File: src/rtl/sprite_dma_if.sv
// sprite_dma_if: beam position, register bus snoop and chip-bus request
// signals between the sprite DMA engine and the rest of Agnus.
//   master : the sprite DMA engine (drives dma, address_out, reg_address_out)
//   slave  : beam counters / register bus / chip-bus arbiter side
interface sprite_dma_if;
  logic [8:0]  hpos;
  logic [10:0] vpos;
  logic        dmaena;
  logic [7:0]  reg_address_in;
  logic [15:0] data_in;
  logic        dma;
  logic [19:0] address_out;
  logic [7:0]  reg_address_out;

  modport master (
    input  hpos, vpos, dmaena, reg_address_in, data_in,
    output dma, address_out, reg_address_out
  );

  modport slave (
    output hpos, vpos, dmaena, reg_address_in, data_in,
    input  dma, address_out, reg_address_out
  );
endinterface

File: src/rtl/sprite_dma.sv
// sprite_dma: Agnus sprite DMA engine. Holds SPRxPT pointers, snoops
// SPRxPOS/CTL writes for vstart/vstop, and runs a per-sprite vertical FSM that
// fetches POS/CTL or DATB/DATA pairs in fixed horizontal slots each line.
// Ports:
//   clk    : bus clock, one hpos step per cycle
//   reset  : synchronous, active-high
//   bus    : sprite_dma_if.master (hpos, vpos, dmaena, reg_address_in,
//            data_in in; dma, address_out, reg_address_out out)
// Option: define SPRDMA_ECS_EN for 10-bit vstart/vstop (CTL[6]/CTL[5]).
module sprite_dma (
  input  logic         clk,
  input  logic         reset,
  sprite_dma_if.master bus
);

  localparam int unsigned NSPR      = 8;
  localparam logic [8:0]  SLOT_BASE = 9'h02A;
  localparam logic [8:0]  SLOT_LAST = 9'd60;   // offset of sprite 7 word 1
  localparam logic [10:0] VBSTOP    = 11'd25;
`ifdef SPRDMA_ECS_EN
  localparam int unsigned VW = 10;
`else
  localparam int unsigned VW = 9;
`endif

  typedef enum logic [1:0] {S_IDLE, S_CTL, S_WAIT, S_ACTIVE} spr_state_t;
  typedef enum logic [1:0] {A_NONE, A_CTL, A_DATA} act_t;

  spr_state_t    state_q  [NSPR];
  spr_state_t    state_d  [NSPR];
  logic [19:0]   pt_q     [NSPR];
  logic [19:0]   pt_d     [NSPR];
  logic [VW-1:0] vstart_q [NSPR];
  logic [VW-1:0] vstart_d [NSPR];
  logic [VW-1:0] vstop_q  [NSPR];
  logic [VW-1:0] vstop_d  [NSPR];

  // Line action latched at word 0, consumed at word 1 of the same sprite.
  logic       lat_valid_q, lat_valid_d;
  logic [2:0] lat_spr_q, lat_spr_d;
  act_t       lat_act_q, lat_act_d;
  spr_state_t lat_next_q, lat_next_d;

  logic [8:0]    off;
  logic          in_slot;
  logic [2:0]    spr;
  logic          word1;
  logic [VW-1:0] vcur;
  act_t          act0;
  spr_state_t    nxt0;
  act_t          cur_act;
  logic [1:0]    sel;
  logic          fetch;

  // Slot decode: sprite n owns offsets 8n (word 0) and 8n+4 (word 1).
  assign off     = bus.hpos - SLOT_BASE;
  assign in_slot = (bus.hpos >= SLOT_BASE) && (off <= SLOT_LAST) && (off[1:0] == 2'b00);
  assign spr     = off[5:3];
  assign word1   = off[2];
  assign vcur    = bus.vpos[VW-1:0];

  // Word-0 decision for the sprite owning the current slot, and fetch select.
  always_comb begin
    act0    = A_NONE;
    nxt0    = state_q[spr];
    cur_act = A_NONE;
    sel     = 2'd0;
    case (state_q[spr])
      S_CTL: begin
        act0 = A_CTL;
        nxt0 = S_WAIT;
      end
      S_WAIT: begin
        if (vcur == vstart_q[spr]) begin
          act0 = A_DATA;
          nxt0 = S_ACTIVE;
        end
      end
      S_ACTIVE: begin
        if (vcur == vstop_q[spr]) begin
          act0 = A_CTL;
          nxt0 = S_WAIT;
        end else begin
          act0 = A_DATA;
        end
      end
      default: ;
    endcase
    if (in_slot) begin
      if (!word1) begin
        cur_act = act0;
        sel     = (act0 == A_DATA) ? 2'd3 : 2'd0;   // DATB or POS
      end else if (lat_valid_q && (lat_spr_q == spr)) begin
        cur_act = lat_act_q;
        sel     = (lat_act_q == A_DATA) ? 2'd2 : 2'd1;  // DATA or CTL
      end
    end
  end

  assign fetch               = in_slot && bus.dmaena && (cur_act != A_NONE);
  assign bus.dma             = fetch;
  assign bus.address_out     = fetch ? pt_q[spr] : 20'd0;
  assign bus.reg_address_out = fetch ? {3'b101, spr, sel} : 8'hFF;

  // Next-state: FSM advance, VBSTOP force, pointer and snoop registers.
  always_comb begin
    state_d     = state_q;
    pt_d        = pt_q;
    vstart_d    = vstart_q;
    vstop_d     = vstop_q;
    lat_valid_d = lat_valid_q;
    lat_spr_d   = lat_spr_q;
    lat_act_d   = lat_act_q;
    lat_next_d  = lat_next_q;

    if (in_slot && !word1) begin
      // dmaena low at word 0 leaves the sprite untouched for this line.
      lat_valid_d = bus.dmaena;
      lat_spr_d   = spr;
      lat_act_d   = act0;
      lat_next_d  = nxt0;
    end else if (in_slot && word1) begin
      lat_valid_d = 1'b0;
      if (lat_valid_q && (lat_spr_q == spr)) state_d[spr] = lat_next_q;
    end

    if ((bus.hpos == 9'd0) && (bus.vpos == VBSTOP)) begin
      for (int unsigned i = 0; i < NSPR; i++) state_d[i] = S_CTL;
    end

    for (int unsigned i = 0; i < NSPR; i++) begin
      if (fetch && (spr == 3'(i))) pt_d[i] = pt_q[i] + 20'd1;
      // Bus writes override the increment on the halves they touch.
      if (bus.reg_address_in == {4'h9, 3'(i), 1'b0}) pt_d[i][19:15] = bus.data_in[4:0];
      if (bus.reg_address_in == {4'h9, 3'(i), 1'b1}) begin
        pt_d[i][14:0] = bus.data_in[15:1];
        if (bus.reg_address_in != {4'h9, 3'(i), 1'b0}) pt_d[i][19:15] = pt_q[i][19:15];
      end
      if (bus.reg_address_in == {3'b101, 3'(i), 2'd0}) vstart_d[i][7:0] = bus.data_in[15:8];
      if (bus.reg_address_in == {3'b101, 3'(i), 2'd1}) begin
        vstop_d[i][7:0] = bus.data_in[15:8];
        vstart_d[i][8]  = bus.data_in[2];
        vstop_d[i][8]   = bus.data_in[1];
`ifdef SPRDMA_ECS_EN
        vstart_d[i][9]  = bus.data_in[6];
        vstop_d[i][9]   = bus.data_in[5];
`endif
      end
    end
  end

  // State register.
  always_ff @(posedge clk) begin
    if (reset) begin
      for (int unsigned i = 0; i < NSPR; i++) begin
        state_q[i]  <= S_IDLE;
        pt_q[i]     <= '0;
        vstart_q[i] <= '0;
        vstop_q[i]  <= '0;
      end
      lat_valid_q <= 1'b0;
      lat_spr_q   <= '0;
      lat_act_q   <= A_NONE;
      lat_next_q  <= S_IDLE;
    end else begin
      state_q     <= state_d;
      pt_q        <= pt_d;
      vstart_q    <= vstart_d;
      vstop_q     <= vstop_d;
      lat_valid_q <= lat_valid_d;
      lat_spr_q   <= lat_spr_d;
      lat_act_q   <= lat_act_d;
      lat_next_q  <= lat_next_d;
    end
  end

endmodule

File: src/flat_wrapper.sv
// flat-port wrapper written by rule: the top's interface ports become plain ports
module sprite_dma_flat 
  (clk, reset, bus_hpos, bus_vpos, bus_dmaena, bus_reg_address_in, bus_data_in, bus_dma, bus_address_out, bus_reg_address_out);
  sprite_dma_if bus_i ();
  input  logic clk;
  input  logic reset;
  input wire logic [$bits(bus_i.hpos)-1:0] bus_hpos;
  input wire logic [$bits(bus_i.vpos)-1:0] bus_vpos;
  input wire logic [$bits(bus_i.dmaena)-1:0] bus_dmaena;
  input wire logic [$bits(bus_i.reg_address_in)-1:0] bus_reg_address_in;
  input wire logic [$bits(bus_i.data_in)-1:0] bus_data_in;
  output wire logic [$bits(bus_i.dma)-1:0] bus_dma;
  output wire logic [$bits(bus_i.address_out)-1:0] bus_address_out;
  output wire logic [$bits(bus_i.reg_address_out)-1:0] bus_reg_address_out;
  assign bus_i.hpos = bus_hpos;
  assign bus_i.vpos = bus_vpos;
  assign bus_i.dmaena = bus_dmaena;
  assign bus_i.reg_address_in = bus_reg_address_in;
  assign bus_i.data_in = bus_data_in;
  assign bus_dma = bus_i.dma;
  assign bus_address_out = bus_i.address_out;
  assign bus_reg_address_out = bus_i.reg_address_out;
  sprite_dma u_core (.clk(clk), .reset(reset), .bus(bus_i));
endmodule
File: config.mk
export PLATFORM = sky130hd
export DESIGN_NAME = sprite_dma_flat
export DESIGN_NICKNAME = d
export VERILOG_FILES = /design/src/rtl/sprite_dma_if.sv /design/src/rtl/sprite_dma.sv /design/src/flat_wrapper.sv
export SDC_FILE = /design/constraint.sdc
export NUM_CORES = 1
export LEC_CHECK = 0
export ABC_CLOCK_PERIOD_IN_PS = 8100
export CAP_MARGIN = 20
export CORE_MARGIN = 3
export CORE_UTILIZATION = 30
export CTS_CLUSTER_SIZE = 10
export DETAILED_ROUTE_END_ITERATION = 7
export PLACE_DENSITY = 0.56
export SETUP_SLACK_MARGIN = 0.1
export SLEW_MARGIN = 15
export SYNTH_ARGS = -nofsm -noshare
export SYNTH_HDL_FRONTEND = slang
export SYNTH_SLANG_ARGS = --single-unit
File: constraint.sdc
create_clock -name clk -period 8.1 [get_ports clk]
set_clock_uncertainty 0.1 [all_clocks]
set_input_delay 0.81 -clock clk [delete_from_list [all_inputs] [get_ports clk]]
set_output_delay 0.81 -clock clk [all_outputs]
set_load 0.005 [all_outputs]
==> results.yml <==
logic_synthesis:
  synth_enable_flop_cells: 0
  synth_async_sr_flop_share_pct: 0
  yosys.area.top_type: "sky130_fd_sc_hd__dfxtp_1"
  netlist.area_leader.share_pct: 32.5
  synthesis.area_um2: 20200
  yosysUniqueCellTypes: 84
  synth_seq_area_share_pct: 32.5
  avgSynthCellArea_um2: 7.61
  synth_ff_type: "sky130_fd_sc_hd__dfxtp_1"
  synthesis.instances: 2653
  synth_seq_cells: 328
  ys.warnings.count: 0
  synthTopCellsByArea: "sky130_fd_sc_hd__dfxtp_1 (33%), sky130_fd_sc_hd__nand2_1 (7.3%), sky130_fd_sc_hd__nand3_1 (4.8%)"
critical_path:
  path_class: "input port to output port"
  critPathArrivalTime_ps: 6220
  critPathMaxFanout: 22
  timing.critical_path.from_type: "input port"
  crit_path_end_kind: "output port"
  crit_required_ps: 7190
timing:
  setup_repair_after_global_routing_missed_its_margin: "false"
  worst_slew_pin_slew_ps: 1080
  max_slew_margin_pct: 27.7
  finalHoldViolations: 0
  timing.final.crit_period_ps: 7130
  layout_worst_path_cycle_share_pct: 88.0
  number_of_pins_exceeding_their_max_slew_limit_in_the_final_report: 0
  timing.fmax_mhz: 140
  count_of_final_setup_violators: 0
  fin_tns_setup_ps: 0
pwr:
  max-vdd-ir-drop_uv: 131
  power.density_cell_area_nw_per_um2: 163
  total_power_w: 0.00369
  power.leakage_nw: 6.86
placed_design:
  hpwl_um: 54900
  routabilityCongestion: 0.937
  io_buffers: 73
  placed_cells: 3396
  placedInstanceArea_um2: 21500
clock_tree:
  holdBufCountCts: 0
  cts_num_sinks: 328
  cts-root-to-sink-buffers: 3
  cts_post_setup_buffers_inserted: 0
  cts_tree: "built"
  numCtsBuffers: 40
  clock_latency_ps: 580
  cts_root_buf: "sky130_fd_sc_hd__clkbuf_16"
  cts.htree.levels: 2
  cts.repair.resized: 0
  clkSlewWorstSetupHoldPaths_ps: 50
detailed_routing:
  drc: 0
  drtAntennaViolNets: 0
  detailroute.via_count: 21800
  route.detailed.vias_per_inst: 6.30
  wirelength_routed_um: 83600
  first_pass_iters: 5
  avgRoutedWirePerCell_um: 24.2
  drt-initial-drc-count: 3174
cells_and_area:
  final_cell_area_um2: 22700
  layout_cells_sized_above_1_pct: 7.92
  finish.net_count: 2632
  areaGrowthSynthToFinish_pct: 12.1
  number_of_cells_in_the_finished_layout_apart_from_fillers: 3453
  diodes: 0
  mostFrequentLayoutCells: "sky130_fd_sc_hd__nand2_1 (392), sky130_fd_sc_hd__dfxtp_1 (328), sky130_fd_sc_hd__nor2_1 (243), sky130_fd_sc_hd__nand3_1 (194), sky130_fd_sc_hd__a21oi_1 (190)"
  layout_commonest_cell: "sky130_fd_sc_hd__nand2_1"
global_routing:
  globalRoute.totalOverflow: 0
  initial_antenna_violation_count: 2
  grt_util_all_layers_pct: 22.8
  first_pass_grt_wire_length_um: 126000
  via_count_of_the_first_global_routing_pass: 19900
  grt_start_max_net_pins: 163
floorplanning:
  die_x_um: 265
  core-area_um2: 66200
  die_area_um2: 70500
  start_util_pct: 30.5
  num_rows: 94
  top_level_ports: 76
  floorplan.die.height_um: 265
hold_path:
  timing.hold.worst.class: "register to register"
run:
  timing.max_cap.violations: 0
outcome:
  result_of_the_run: "finished, final reports clean"
==> stage by stage <==
| step | util (%) | setup WS, ps | hold slack [ps] |
|---|---|---|---|
| 2_1_floorplan | - | 3400 | 332 |
| 3_3_place_gp | 32.5 | 1220 | 339 |
| 3_5_place_dp | 32.5 | 1120 | 344 |
| 4_1_cts | 34.2 | 1110 | 352 |
| 5_1_grt | 34.2 | 652 | 372 |
| 6_report | 34.2 | 969 | 351 |
==> cell families after synthesis <==
family	count (synthesis)	synth area share (%)
flip-flops	328	32.5
adder cells (fa/ha/maj)	9	0.557
XOR/XNOR	15	0.650
AND/OR/NAND/NOR	1375	34.4
other	1	0.0186
buffers and inverters	280	5.87
AO/OA/AOI/OAI	534	18.0
multiplexers	111	8.05
==> where the power goes <==
part,switching [W],leakage (nW),internal [W]
registers,0.0000108,2.64,0.00162
logic,0.000284,3.66,0.000116
clock network,0.000733,0.560,0.000929
==> flip-flops by register name, indices dropped and copies added, names as in the netlist <==
name / cells
u_core.lat_act_q: 2
u_core.state_q: 16
u_core.lat_valid_q: 1
u_core.vstop_q: 72
u_core.vstart_q: 72
u_core.pt_q: 160
u_core.lat_next_q: 2
u_core.lat_spr_q: 3
==> routing by layer <==
layer  global-route usage [%]  vias to the layer above  part of all wire, %
met3                     3.28                      145                   10
met1                     34.1                    10700                   44
met2                     33.5                     1190                   43
li1                         -                     9766                    -
met5                        0                        -                    0
met4                     7.50                        0                  2.9
==> path summary, 6_finish.rpt <==
path | start | end | slack (ps) | cells past startpoint
setup / recovery | bus_hpos[1] | bus_reg_address_out[1] | 970 | 17
hold / removal | u_core.vstart_q[53]$_SDFFE_PP0N_ | u_core.vstart_q[53]$_SDFFE_PP0N_ | 350 | 2
setup reg to reg | u_core.vstart_q[19]$_SDFFE_PP0N_ | u_core.pt_q[54]$_SDFFE_PP0P_ | 4160 | 11
hold reg to reg | u_core.vstart_q[53]$_SDFFE_PP0N_ | u_core.vstart_q[53]$_SDFFE_PP0N_ | 350 | 2
==> cell usage after synthesis, types with 6 or more instances <==
| library cell | number |
|---|---|
| sky130_fd_sc_hd__buf_6 | 7 |
| sky130_fd_sc_hd__o2111ai_1 | 7 |
| sky130_fd_sc_hd__o211a_1 | 7 |
| sky130_fd_sc_hd__dfxtp_1 | 328 |
| sky130_fd_sc_hd__nand2_1 | 392 |
| sky130_fd_sc_hd__a211oi_1 | 49 |
| sky130_fd_sc_hd__buf_1 | 16 |
| sky130_fd_sc_hd__and3_1 | 68 |
| sky130_fd_sc_hd__clkbuf_1 | 190 |
| sky130_fd_sc_hd__xor2_1 | 6 |
| sky130_fd_sc_hd__or3_1 | 25 |
| sky130_fd_sc_hd__and4_1 | 41 |
| sky130_fd_sc_hd__mux4_2 | 40 |
| sky130_fd_sc_hd__o21ai_0 | 56 |
| sky130_fd_sc_hd__or4_1 | 34 |
| sky130_fd_sc_hd__o22ai_1 | 15 |
| sky130_fd_sc_hd__and2_1 | 20 |
| sky130_fd_sc_hd__buf_4 | 12 |
| sky130_fd_sc_hd__a311oi_1 | 104 |
| sky130_fd_sc_hd__buf_2 | 29 |
| sky130_fd_sc_hd__nor2b_1 | 16 |
| sky130_fd_sc_hd__nor3b_1 | 7 |
| sky130_fd_sc_hd__a31oi_1 | 12 |
| sky130_fd_sc_hd__nand2b_1 | 12 |
| sky130_fd_sc_hd__nor4_1 | 126 |
| sky130_fd_sc_hd__nand4_1 | 53 |
| sky130_fd_sc_hd__nand3_1 | 194 |
| sky130_fd_sc_hd__o22a_1 | 6 |
| sky130_fd_sc_hd__mux2i_1 | 60 |
| sky130_fd_sc_hd__inv_1 | 26 |
| sky130_fd_sc_hd__ha_1 | 9 |
| sky130_fd_sc_hd__nor2_1 | 246 |
| sky130_fd_sc_hd__or2_2 | 9 |
| sky130_fd_sc_hd__mux2_2 | 11 |
| sky130_fd_sc_hd__a21oi_1 | 190 |
| sky130_fd_sc_hd__nor4b_1 | 20 |
| sky130_fd_sc_hd__nand3b_1 | 6 |
| sky130_fd_sc_hd__o31ai_1 | 30 |
| sky130_fd_sc_hd__nor3_1 | 88 |
| sky130_fd_sc_hd__xnor2_1 | 9 |
| sky130_fd_sc_hd__o221ai_1 | 9 |
==> critical path: stages <==
cell and delay (ps):
sky130_fd_sc_hd__clkdlybuf4s50_1 690, sky130_fd_sc_hd__inv_1 150, sky130_fd_sc_hd__ha_1 410, sky130_fd_sc_hd__buf_4 250, sky130_fd_sc_hd__nor2_1 120, sky130_fd_sc_hd__o21ai_0 560
sky130_fd_sc_hd__and2_1 630, sky130_fd_sc_hd__o22ai_1 180, sky130_fd_sc_hd__o22a_1 310, sky130_fd_sc_hd__nor4b_2 200, sky130_fd_sc_hd__and4bb_4 230, sky130_fd_sc_hd__a31oi_4 220
sky130_fd_sc_hd__nand2b_1 130, sky130_fd_sc_hd__buf_4 260, sky130_fd_sc_hd__inv_1 320, sky130_fd_sc_hd__nand4_1 210, sky130_fd_sc_hd__clkdlybuf4s50_1 520
==> area by class of cell <==
| type | instances | area [um2] |
|---|---|---|
| sequential | 328 | 6570 |
| clock buffer | 49 | 1070 |
| multi-input combinational | 2046 | 12500 |
| fill | 6901 | 43600 |
| clock inverter | 6 | 63.8 |
| timing repair buffer | 134 | 1230 |
| inverter | 26 | 97.6 |
| tap | 864 | 1080 |
Note: power is estimated with default switching activity, not from simulation.
